**config.mk**
```make
export PLATFORM = sky130hd
export DESIGN_NAME = fetch_queue
export DESIGN_NICKNAME = d
export VERILOG_FILES = /design/src/rtl/fetch_pkg.sv /design/src/rtl/fetch_queue.sv
export SDC_FILE = /design/constraint.sdc
export NUM_CORES = 1
export LEC_CHECK = 0
export ABC_AREA = 1
export ABC_CLOCK_PERIOD_IN_PS = 15000
export CAP_MARGIN = 20
export CORE_MARGIN = 2
export CORE_UTILIZATION = 53
export DETAILED_ROUTE_END_ITERATION = 6
export GPL_TIMING_DRIVEN = 0
export PLACE_DENSITY = 0.76
export SETUP_SLACK_MARGIN = 0.5
export SYNTH_ARGS = -nofsm -noshare
export SYNTH_HDL_FRONTEND = slang
export SYNTH_SLANG_ARGS = --single-unit
```
**constraint.sdc**
```tcl
create_clock -name clk -period 15 [get_ports clk]
set_input_delay 3.75 -clock clk [delete_from_list [all_inputs] [get_ports clk]]
set_output_delay 3.75 -clock clk [all_outputs]
set_load 0.05 [all_outputs]
```
**src/rtl/fetch_pkg.sv**
```systemverilog
// Shared types and constants for the instruction fetch queue.
package fetch_pkg;

  localparam int DEFAULT_WIDTH = 32;
  localparam logic [31:0] NOP_INSTR = 32'h00000013;

  typedef struct packed {
    logic [DEFAULT_WIDTH-1:0] pc;
    logic [DEFAULT_WIDTH-1:0] instr;
  } fetch_entry_t;

endpackage

```
**src/rtl/fetch_queue.sv**
```systemverilog
// Fetch-to-decode FIFO: registered-only ready, head presented combinationally,
// flush on redirect, and a held copy of the last head while empty.
module fetch_queue
  import fetch_pkg::*;
#(
  parameter int WIDTH = DEFAULT_WIDTH,
  parameter int DEPTH = 4
) (
  input  logic                     clk,
  input  logic                     rst,
  input  logic                     flush,
  input  logic                     in_valid,
  input  logic [WIDTH-1:0]         in_pc,
  input  logic [WIDTH-1:0]         in_instr,
  output logic                     in_ready,
  output logic                     out_valid,
  output logic [WIDTH-1:0]         out_pc,
  output logic [WIDTH-1:0]         out_pcplus4,
  output logic [WIDTH-1:0]         out_instr,
  output logic                     out_misaligned,
  input  logic                     out_ready,
  output logic [$clog2(DEPTH):0]   count
);

  localparam int PTR_W = $clog2(DEPTH);
  localparam int CNT_W = PTR_W + 1;

  fetch_entry_t           mem [DEPTH];
  fetch_entry_t           last_reg;
  fetch_entry_t           head;
  fetch_entry_t           shown;
  fetch_entry_t           wr_entry;
  logic [PTR_W-1:0]       wr_ptr_reg;
  logic [PTR_W-1:0]       rd_ptr_reg;
  logic [CNT_W-1:0]       count_reg;
  logic                   push;
  logic                   pop;

  assign in_ready  = (count_reg != CNT_W'(DEPTH));
  assign out_valid = (count_reg != '0);
  assign push      = in_valid && in_ready && !flush;
  assign pop       = out_valid && out_ready && !flush;
  assign count     = count_reg;

  // Entry fields are sized by the package width; narrower WIDTH values are zero-extended.
  assign wr_entry.pc    = DEFAULT_WIDTH'(in_pc);
  assign wr_entry.instr = DEFAULT_WIDTH'(in_instr);

  always_ff @(posedge clk) begin
    if (rst || flush) begin
      wr_ptr_reg <= '0;
      rd_ptr_reg <= '0;
      count_reg  <= '0;
    end else begin
      if (push) wr_ptr_reg <= wr_ptr_reg + PTR_W'(1);
      if (pop)  rd_ptr_reg <= rd_ptr_reg + PTR_W'(1);
      if (push && !pop)      count_reg <= count_reg + CNT_W'(1);
      else if (pop && !push) count_reg <= count_reg - CNT_W'(1);
    end
  end

  always_ff @(posedge clk) begin
    if (rst) begin
      for (int i = 0; i < DEPTH; i++) mem[i] <= '0;
    end else if (push) begin
      mem[wr_ptr_reg] <= wr_entry;
    end
  end

  // Remember the most recent head so outputs stay stable once the queue drains.
  always_ff @(posedge clk) begin
    if (rst)            last_reg <= '0;
    else if (out_valid) last_reg <= head;
  end

  assign head  = mem[rd_ptr_reg];
  assign shown = out_valid ? head : last_reg;

  assign out_pc         = WIDTH'(shown.pc);
  assign out_instr      = WIDTH'(shown.instr);
  assign out_pcplus4    = out_pc + WIDTH'(4);
  assign out_misaligned = |out_pc[1:0];

endmodule

```
==> results.txt <==
----------------------------------------------------
[Setup path]
  Worst path cell trace ... buf_6 > buf_6 > nor2_1 > nor2_1 > nand2_1 > nand2_1 > o21ai_2 > inv_1 > ha_1 > nand3_2 > nor2_1 > nand2_1 > xor2_1 > clkdlybuf4s50_1
  Critical register-to-register path startpoint ... count[0]$_SDFFE_PP0P_
  Slowest Stage Delay on Critical Path ... 0.83 ns
  Class of the most critical setup path ... register to primary output
  Standard cell with the maximum stage delay on the critical path ... sky130_fd_sc_hd__clkdlybuf4s50_1
  Crit path DAT ... 3.74 ns
  Number of cells on the worst reg-to-reg path ... 8
  Maximum fanout encountered on the critical timing path ... 10
  Setup crit end kind ... primary output
  Buf+Inv Stages, Crit Path ... 4
  Setup slack of the most critical reg-to-reg path ... 11.66 ns
  Kind of cell with the highest combined delay on the critical path ... buffers and inverters
  Stages on worst setup path ... 14
  Startpoint kind of the worst setup timing path ... register
  Worst path required time ... 11.25 ns

[Logic synthesis]
  Post-Synthesis Cells ... 1860
  Post-synthesis share of cell area spent on and, or, nand and nor gates ... 25.2%
  Biggest area consumer among synthesized cells ... sky130_fd_sc_hd__edfxtp_1
  Proportion of synthesized area in mux cells ... 0%
  Number of enable-type register cells in the synthesized netlist ... 256
  Largest family of logic cells by synthesized area ... simple AND/OR/NAND/NOR gates
  Syn Nets ... 1932
  Average cell area after synthesis ... 8.45 um2
  Share of synthesized area occupied by flip-flops and latches ... 58.2%
  Proportion of register bits with asynchronous set or reset after synthesis ... 0%
  Count of distinct cell types in the synthesized netlist ... 35
  Top_reg_cell synth ... sky130_fd_sc_hd__edfxtp_1
  Share of the synthesized area in compound gates (AO/OA/AOI/OAI) ... 5.59%
  YS warnings ... 0
  Xor/xnor cell area share of the yosys netlist ... 0.892%
  Cells taking the most area after synthesis ... sky130_fd_sc_hd__edfxtp_1 49%, sky130_fd_sc_hd__nand2_1 9.9%, sky130_fd_sc_hd__nor2_1 9.9%
  Post-Synth Adder-Cell Area ... 0.287%
  Post-synthesis cell area ... 15700 um2
  Area fraction of the dominant cell type after synthesis ... 48.9%
  Number of synthesized register bits ... 329

[Global routing]
  Antenna violations before repair ... 0
  Wire length of the first global-routing pass ... 66000 um
  Overflow after GRT ... 0
  Largest net degree at the start of global routing ... 39
  Global-route usage over all layers ... 27.2%
  Via count of the first global-routing pass ... 12700

[Placement]
  Post-detail-place hpwl ... 28800 um
  Gp weighted congestion ... 0.888
  Number of port buffers ... 170

[Route]
  Number of detailed-routing iterations run before antenna repair ... 6
  WL final ... 42000 um
  Vias post-DR ... 13100
  Average via count per standard cell ... 5.25
  Remaining design rule violation count ... 0
  Post-DR wirelength/cell ... 16.9 um
  Iteration-0 DRC Markers ... 1440
  Post-route antenna net violation count ... 0

[Cells and area]
  Count of antenna diodes in the layout ... 0
  Commonest cells after routing, fill and taps aside ... 414 x sky130_fd_sc_hd__nand2_1, 413 x sky130_fd_sc_hd__nor2_1, 272 x sky130_fd_sc_hd__inv_1
  Syn-to-layout area delta ... 22.2%
  Nets ... 2148
  Commonest non-fill, non-tap cell in the layout ... sky130_fd_sc_hd__nand2_1
  Flip-flop count of the largest register, all copies and words added ... 256
  Layout cells sized above 1 ... 7.38%

[Clocking]
  Clock latency on the worst-skew pair ... 0.51 ns
  CTS clock-pin slew for the worst setup and hold paths ... 0.06 ns
  CTS-repair resized insts ... 0
  Total CTS buffers ... 34
  Maximum count of clock buffers along a single path ... 3
  Number of buffers added for setup after CTS ... 0
  Level count of the clock H-tree ... 2
  CTS tree ... yes
  Hold_buf cts ... 0
  Total clock sinks ... 329
  Cell chosen for the clock root ... sky130_fd_sc_hd__clkbuf_16

[Timing]
  Actual slew at the worst max-slew pin ... 0.913 ns
  Relative slew margins ... 39.1%
  RSZ-0062 raised after global routing ... false
  Max Freq ... 134 MHz
  Period utilisation layout ... 49.9%
  Endpoints failing setup ... 0
  Final-layout setup total negative slack ... 0 ns
  Number of pins with negative max-slew slack in the final report ... 0
  Final number of hold-violating endpoints ... 0
  Final critical path time including I/O delays and setup ... 7.49 ns
  Worst setup skew after layout ... 0.0166 ns

[Power]
  Final Power ... 0.00224 W
  Areal power density over the cells ... 117 nW/um2
  P_leak ... 8.01 nW
  VDD IR-drop max ... 0.104 mV

[Floorplanning]
  Boundary pin count ... 171
  Number of placement rows ... 63
  Die boundary height ... 176 um
  Initial core utilization ... 53.4%
  Die footprint ... 31000 um2
  Die extent in x ... 176 um
  Core Footprint ... 29400 um2

[Run]
  Reported max-cap violation count ... 0

[Status]
  Status ... finished, final reports clean

[Hold path]
  Hold crit path type ... register to register
  Worst Hold Depth ... 2
  Worst hold start ... last_reg[26]$_SDFF_PP0_

----------------------------------------------------
## power breakdown
group | internal, W | leakage (nW) | switching [W] | total [W]
Combinational | 0.000136 | 4.28 | 0.000302 | 0.000438
Clock | 0.000428 | 0.475 | 0.000335 | 0.000763
Sequential | 0.00103 | 3.25 | 0.0000134 | 0.00104
## layout make-up
| class | instances | area, um2 |
|---|---|---|
| Inverter | 278 | 1050 |
| Timing Repair Buffer | 180 | 1970 |
| Tap cell | 390 | 488 |
| Buffer | 92 | 478 |
| Clock inverter | 9 | 58.8 |
| Fill cell | 2335 | 10200 |
| Multi-Input combinational cell | 1161 | 5070 |
| Sequential cell | 329 | 9150 |
| Clock buffer | 51 | 925 |
## worst min-delay path: cells and delay by family, from the launching register on
| kind | cells | cell delay (ns) |
|---|---|---|
| flip-flops | 1 | 0.30 |
| AND/OR/NAND/NOR | 1 | 0.07 |
| AO/OA/AOI/OAI | 1 | 0.06 |
## stage by stage
stage	utilization (%)	hold WS, ns	std cells	setup WS [ns]	instance area [um2]
2_1_floorplan	-	0.436	1860	5.76	15700
3_3_place_gp	60.9	0.451	2420	1.60	17900
3_5_place_dp	61.9	0.464	2430	8.06	18200
4_1_cts	65.3	0.473	2490	7.50	19200
5_1_grt	65.3	0.497	2490	7.23	19200
6_report	65.3	0.474	2490	7.51	19200
## cells by family after synthesis
kind of cell	after synthesis
xor gates and xnor gates	16
AOI/OAI and AO/OA	164
DFF	329
buffers and inverters	370
and+or+nand+nor	978
adders and majority gates	3
## worst paths after layout
kind                               to
max reg2reg  mem[0][39]$_SDFFCE_PN0P_
min           last_reg[26]$_SDFF_PP0_
max                   out_pcplus4[16]
min reg2reg   last_reg[26]$_SDFF_PP0_
## routing by layer
metal	global-route usage (%)	up-vias	share of wire (%)
li1	-	6268	-
met5	0	-	0
met2	46.8	657	49
met4	8.68	0	2.3
met3	3.68	68	8.4
met1	35.8	6079	40
## cells in the mapped netlist (2+ instances only)
cell type,count
sky130_fd_sc_hd__buf_4,6
sky130_fd_sc_hd__o21ai_0,82
sky130_fd_sc_hd__buf_2,21
sky130_fd_sc_hd__o22ai_1,35
sky130_fd_sc_hd__dfxtp_1,73
sky130_fd_sc_hd__inv_2,3
sky130_fd_sc_hd__a21oi_1,42
sky130_fd_sc_hd__nand3_1,81
sky130_fd_sc_hd__nor3_1,2
sky130_fd_sc_hd__nor2_1,413
sky130_fd_sc_hd__or2_1,6
sky130_fd_sc_hd__nand3_2,2
sky130_fd_sc_hd__or2_2,7
sky130_fd_sc_hd__inv_6,2
sky130_fd_sc_hd__nand2_2,34
sky130_fd_sc_hd__o21bai_1,3
sky130_fd_sc_hd__nand4_1,4
sky130_fd_sc_hd__nand2_1,415
sky130_fd_sc_hd__edfxtp_1,256
sky130_fd_sc_hd__ha_1,2
sky130_fd_sc_hd__xor2_1,15
sky130_fd_sc_hd__nor2_4,2
sky130_fd_sc_hd__inv_1,272
sky130_fd_sc_hd__nor2_2,10
sky130_fd_sc_hd__clkbuf_1,51
sky130_fd_sc_hd__buf_6,11
sky130_fd_sc_hd__buf_1,2
No activity file was read; power rests on OpenSTA's default activity.
